<file path="src/rtl/mcycle_wb_queue.sv">
// Write-back queue behind the multi-cycle mul/div unit: buffers results in order and
// drains them into the register-file port whenever the main pipeline is not writing.
module mcycle_wb_queue #(
    parameter int width = 32,
    parameter int DEPTH = 4
) (
    input  logic                       CLK,
    input  logic                       Reset,
    input  logic                       MPushIn,
    input  logic [3:0]                 MCycleWA3,
    input  logic [width-1:0]           MResult,
    input  logic                       RegWriteW,
    input  logic [3:0]                 WA3W,
    input  logic [width-1:0]           ResultW,
    output logic                       WE3,
    output logic [3:0]                 A3,
    output logic [width-1:0]           WD3,
    output logic                       Full,
    output logic                       Empty,
    output logic [$clog2(DEPTH):0]     Count,
    output logic [15:0]                PendingMask,
    output logic                       Overflow
);

    localparam int PTR_W = $clog2(DEPTH);
    localparam int CW    = PTR_W + 1;

    logic [DEPTH-1:0]   live_q;
    logic [3:0]         wa3_q  [DEPTH];
    logic [width-1:0]   data_q [DEPTH];
    logic [PTR_W-1:0]   head_q;
    logic [PTR_W-1:0]   tail_q;
    logic [CW-1:0]      count_q;
    logic               overflow_q;

    logic               head_live;
    logic               pop;
    logic               push;
    logic               drop;

    assign Empty     = (count_q == '0);
    assign Full      = (count_q == CW'(DEPTH));
    assign Count     = count_q;
    assign Overflow  = overflow_q;
    assign head_live = live_q[head_q];

    // A killed head is discarded even while the main pipeline owns the write port.
    assign pop  = !Empty && (!RegWriteW || !head_live);
    assign push = MPushIn && (!Full || pop);
    assign drop = MPushIn && Full && !pop;

    always_comb begin
        WE3 = 1'b0;
        A3  = '0;
        WD3 = '0;
        if (RegWriteW) begin
            WE3 = 1'b1;
            A3  = WA3W;
            WD3 = ResultW;
        end else if (!Empty && head_live) begin
            WE3 = 1'b1;
            A3  = wa3_q[head_q];
            WD3 = data_q[head_q];
        end
    end

    always_comb begin
        PendingMask = '0;
        for (int i = 0; i < DEPTH; i++) begin
            if (live_q[i]) PendingMask[wa3_q[i]] = 1'b1;
        end
    end

    always_ff @(posedge CLK or posedge Reset) begin
        if (Reset) begin
            live_q     <= '0;
            head_q     <= '0;
            tail_q     <= '0;
            count_q    <= '0;
            overflow_q <= 1'b0;
        end else begin
            // Squash first, so a same-cycle push to the same register below stays live.
            for (int i = 0; i < DEPTH; i++) begin
                if (RegWriteW && live_q[i] && (wa3_q[i] == WA3W)) live_q[i] <= 1'b0;
            end
            if (pop) begin
                live_q[head_q] <= 1'b0;
                head_q         <= head_q + 1'b1;
            end
            if (push) begin
                live_q[tail_q] <= 1'b1;
                tail_q         <= tail_q + 1'b1;
            end
            if (drop) overflow_q <= 1'b1;
            count_q <= count_q + CW'(push) - CW'(pop);
        end
    end

    always_ff @(posedge CLK) begin
        if (push) begin
            wa3_q[tail_q]  <= MCycleWA3;
            data_q[tail_q] <= MResult;
        end
    end

endmodule

</file>
<file path="config.mk">
export PLATFORM = sky130hd
export DESIGN_NAME = mcycle_wb_queue
export DESIGN_NICKNAME = d
export VERILOG_FILES = /design/src/rtl/mcycle_wb_queue.sv
export SDC_FILE = /design/constraint.sdc
export NUM_CORES = 1
export LEC_CHECK = 0
export CAP_MARGIN = 20
export CORE_AREA = 3 3 148 150
export DETAILED_ROUTE_END_ITERATION = 7
export DIE_AREA = 0 0 151 153
export PLACE_DENSITY_LB_ADDON = 0.25
export REMOVE_ABC_BUFFERS = 1
export SETUP_SLACK_MARGIN = 0.02
export SLEW_MARGIN = 10
export SYNTH_ARGS = -nofsm -noshare
export SYNTH_HDL_FRONTEND = slang
export SYNTH_SLANG_ARGS = --single-unit
</file>
<file path="constraint.sdc">
create_clock -name CLK -period 2.8 [get_ports CLK]
set_clock_uncertainty 0.2 [all_clocks]
set_input_delay 0.56 -clock CLK [delete_from_list [all_inputs] [get_ports CLK]]
set_output_delay 0.56 -clock CLK [all_outputs]
set_load 0.05 [all_outputs]
</file>
### Word level (Yosys, flattened, before mapping)

Memory sizes are Yosys's and may differ from the RTL's.
Index checks and enable logic that the tools add are counted.

* register bits after elaboration: 12
* memory bits (writable): 144
* bits of input ports: 76
* output and inout port bits: 59
* logic and storage cells: 93
* memories kept: 2

* add/sub/neg operators: 4
* magnitude comparators: 12
* equality and inequality tests: 5
* muxes and demuxes: 32
* bitwise gates (word level): 6
* reduce and logical (&&, ||, !) cells: 27

Memories
* data_q: depth 4, bits a word 32, read ports 1, clocked after memory_dff 0, write ports 1, RTL line 30 `logic [width-1:0] data_q [DEPTH];`
* wa3_q: depth 4, bits a word 4, read ports 5, clocked after memory_dff 0, write ports 1, RTL line 29 `logic [3:0] wa3_q [DEPTH];`

Operator list (number)
* two-way mux 16 bit: 4
* two-way mux 32 bit: 2
* OR 16 bit: 3
* < comparator 4 x 5 -> 1 bit, second input constant: 4
* logical AND 1 bit: 19
* demux 1 bit (select 4 bit): 4
* == test 4 bit: 4
* greater-or-equal comparator 4 x 1 -> 1 bit, second input constant: 4
* two-way mux 4 bit: 4
* two-way mux 1 bit: 15
* < comparator 2 x 3 -> 1 bit, second input constant: 2
* logical NOT 1 bit: 5
* adder 2 x 1 -> 2 bit, second input constant: 2
* AND 4 bit: 1
* demux 1 bit (select 2 bit): 2
* greater-or-equal comparator 2 x 1 -> 1 bit, second input constant: 2
* inverter 4 bit: 1
* OR 4 bit: 1
* adder 3 x 1 -> 3 bit: 1
* == test 3 bit, second input constant: 1
* logical NOT 3 bit: 1
* subtractor 3 x 1 -> 3 bit: 1
* binary-select mux 1 bit (select 2 bit): 1
* logical OR 1 bit: 2

### Longest topological paths before layout

* depth in word-level cells: 11
* gate-level depth with buffers: 8
* depth with buffers taken out: 8

### Worst setup path after synthesis

No wires, ideal clock.

* path kind: register to register
* from: register count_q[2] (netlist: Count[2])
* to: register count_q[2] (netlist: Count[2])
* data arrival time: 3.433 ns
* required time: 2.476 ns
* path slack: -0.957 ns
* stages on the path, launching flop included: 8
* buffers on the path: 0
* clock period less this slack: 3.757 ns
* cell sequence: dfrtp_1 > nor3b_1 > a31oi_4 > xor2_1 > ha_1 > fa_1 > xnor2_1 > xnor2_1

RTL lines
* from (decl): RTL line 33 `logic [CW-1:0] count_q;`
* from (signal assigned): RTL line 95 `count_q <= count_q + CW'(push) - CW'(pop);`
* == test 3 bit: RTL line 42 `assign Full = (count_q == CW'(DEPTH));`
* via Full: RTL line 18 `output logic Full,`
* logical NOT 1 bit: RTL line 49 `assign push = MPushIn && (!Full || pop);`
* logical OR 1 bit: RTL line 49
* logical AND 1 bit: RTL line 49
* adder 3 x 1 -> 3 bit: RTL line 95
* subtractor 3 x 1 -> 3 bit: RTL line 95

The timed path passes the listed nets, and every way through them passes these cells.
A chain may end at the register's enable or synchronous reset.

### Worst setup path in the final report

* from: register head_q[1]
* to: output WD3[30]

* cells in the longest elaborated chain, start to end: 5

Ends and longest elaborated chain
* from (decl): RTL line 31 `logic [PTR_W-1:0] head_q;`
* from (signal assigned): RTL line 88 `head_q <= head_q + 1'b1;`
* binary-select mux 1 bit (select 2 bit): RTL line 45 `assign head_live = live_q[head_q];`
* two-way mux 1 bit (implied by the code): RTL line 45
* logical AND 1 bit: RTL line 60 `end else if (!Empty && head_live) begin`
* two-way mux 32 bit *: RTL line 60
* two-way mux 32 bit *: RTL line 56 `if (RegWriteW) begin`
* to (decl): RTL line 17 `output logic [width-1:0] WD3,`

Mark *: on every way between the ends. The rest lies on a longest branch, timed or not. The select of a mux whose other input is x is not followed.

==> reports/metrics.yaml <==
routing:
  vias: 4518
  wirelength_microns: 17720
  viasPerCell: 4.992
  firstDrtPassIters: 5
  routedWlPerCell_microns: 19.58
  drtIter0Drc: 284
  antenna_left: 0
  drc: 0
timing:
  drv_slew: 0
  finalSetupViolations: 0
  min_period_over_period_pct: 99.67
  rsz0062_at_grt: "true"
  setup_ws_ps: 9.336
  tightest_slew_ps: 552.1
  fmax_mhz: 358.3
  hold_viol: 0
  period_needed_ps: 2791
  relSlewSlack_pct: 63.16
grt:
  antenna_found_initial: 0
  grt_max_degree: 23
  overflow: 0
  grt_pass1_vias: 4811
  grt.total_usage_pct: 15.88
  grt_pass1_wl_microns: 27790
critical_path:
  r2r_start: "head_q[1]"
  cp-end-kind: "output pin"
  r2r_cells: 8
  r2r-end: "Count[2]"
  worstSetupStartpointType: "flip-flop"
  cp.required_ps: 2040
  path_depth: 5
  crit_chain: "mux4_2, a21oi_4, buf_12, nor2_1, buf_6"
  cp_num_buf_inv: 2
  path_delay_family: "multiplexers"
  worstSetupPathType: "flip-flop to output pin"
  crit_path_end: "WD3[30]"
  cp-startpoint: "head_q[1]"
  worstPathMaxFanout: 22
  regToRegSetupSlack_ps: 200
  arrival_ps: 2030
  crit_path_max_incr_delay_ps: 550
  cpMaxStageDelayCell: "mux4_2"
floorplanning:
  core_sq_um: 20820
  ios: 135
  initial_utilization_pct: 34.50
  die_x_microns: 151
  rows: 53
  die_h_microns: 153
  die_area_sq_um: 23100
clock_tree:
  clock_latency_ps: 420
  cts_root_buffer: "clkbuf_16"
  clkSinkCount: 156
  clockBufferDepth: 2
  cts_tree: "done"
  numCtsBuffers: 17
  clk_pin_slew_ps: 70
  h-tree-depth: 4
  ctsHoldBuffers: 0
final_layout:
  final_common_cell: "edfxtp_1"
  drive_above_1_share_pct: 28.89
  most-common-layout-cells: "edfxtp_1, clkdlybuf4s50_1, nor2_1"
  nNetsFinal: 703
  fin_cells: 905
  area_delta_synth_final_pct: 38.36
  diodes: 0
min_path:
  worst_hold_path_type: "flip-flop to flip-flop"
  hold_depth: 1
yosys:
  synth-seq-area-share_pct: 64.38
  async_flop_share_pct: 7.692
  synth_cell_types: 43
  yosys_warnings: 0
  ys_ff_latch: 156
  synth_area_sq_um: 7183
  synth_enable_flop_cells: 144
  avgSynthCellArea_sq_um: 16.00
  synthFlopType: "edfxtp_1"
  synth_cells: 449
place:
  dp.cells: 860
  port-buffer-count: 134
  pre_cts_slack_ps: 251.5
  dp_hpwl_microns: 12300
  gp_congestion: 0.8430
power:
  leakage_nw: 3.616
  max-vdd-ir-drop_mv: 0.5448
  power.total_mw: 11.02
  cellPowerDensity_nw_per_um2: 1109
status:
  status: "complete, no violations"
flow_run:
  cap_violations: 0
==> cell usage after synthesis, drive strengths merged, types with 5 or more instances <==
library cell	count	share of area [%]
clkbuf	14	0.73
o22ai	5	0.44
o211ai	7	0.73
nand2	18	0.94
a221o	7	0.98
ha	9	1.6
mux4	37	12
nor2b	5	0.44
inv	11	0.57
a21oi	5	0.66
dfrtp	12	4.2
xor2	13	1.6
edfxtp	144	60
nor3	6	0.42
xnor2	8	0.98
nor2	46	2.4
mux2i	36	5.0
nand3	10	0.70
buf	14	1.1
==> cell families (layout without fill, tap and decap cells) <==
kind of cell / Yosys count / after routing / share of synthesized area, %
adders and majority gates: 10 / 10 / 1.846
DFF: 156 / 156 / 64.38
AOI/OAI and AO/OA: 42 / 42 / 4.947
muxes: 73 / 73 / 16.62
buffers and inverters: 39 / 220 / 2.438
and+or+nand+nor: 108 / 108 / 7.211
xor gates and xnor gates: 21 / 21 / 2.561
==> flip-flops by register name, indices dropped and copies added (netlist names) <==
name / cells
head_q: 2
live_q: 4
data_q: 128
tail_q: 2
wa3_q: 16
Overflow: 1
Count: 3
==> power by group <==
| group | total [mW] | leakage [nW] | internal, mW | switching (mW) |
|---|---|---|---|---|
| registers | 3.33 | 1.46 | 3.10 | 0.233 |
| logic | 5.28 | 1.86 | 2.22 | 3.06 |
| clock network | 2.41 | 0.295 | 1.44 | 0.974 |
==> worst reg2reg max path, cell delays in order, from the launching register on <==
cell	delay [ps]
dfrtp_2	410
mux4_2	550
buf_4	180
a31oi_4	170
xor2_1	90
ha_1	190
fa_1	380
xnor2_1	180
xnor2_1	140
==> layout make-up <==
type	instances	area, sq um
multi-input combinational	254	2391
fill	1868	10880
clock inverter	15	200.2
tap	275	344.1
sequential	156	4628
inverter	11	41.29
clock buffer	17	425.4
timing repair buffer	177	1908
==> layer usage <==
metal	up-vias	wire (microns)	global-route usage, %
met2	167	8482	25.14
met1	2243	7854	21.85
met4	0	224	4.102
met3	14	1158	4.210
li1	2094	-	-
met5	-	0	0
==> what timing repair did <==
| item | in CTS | in global routing |
|---|---|---|
| hold endpoints to repair | 0 | 0 |
| endpoints found under the setup margin | 37 | 41 |
| pin swaps | 0 | 1 |
| buffers inserted | 5 | 7 |
| gates cloned | 2 | 0 |
| gates resized for setup | 36 | 19 |
==> per-stage QoR <==
stage               TNS (ps)  cell area [sq um]  hold slack [ps]  utilization (%)
finish                     0               9938            272.9            47.73
global placement           0               8995            283.0            43.20
floorplan            -148880               7049            224.7                -
global route           -2076               9938            307.0            47.73
CTS                   -422.4               9851            279.8            47.31
detailed placement         0               8995            262.8            43.20
==> how the worst min path moves through the flow <==
stage          startpoint  endpoint  slack (ps)
3_5_place_dp     Overflow  Overflow         260
3_3_place_gp     Overflow  Overflow         280
6_report         Overflow  Overflow         270
4_1_cts          Overflow  Overflow         280
2_1_floorplan       Reset  Count[0]         220
5_1_grt          Overflow  Overflow         310
No activity file was read; power rests on OpenSTA's default activity.
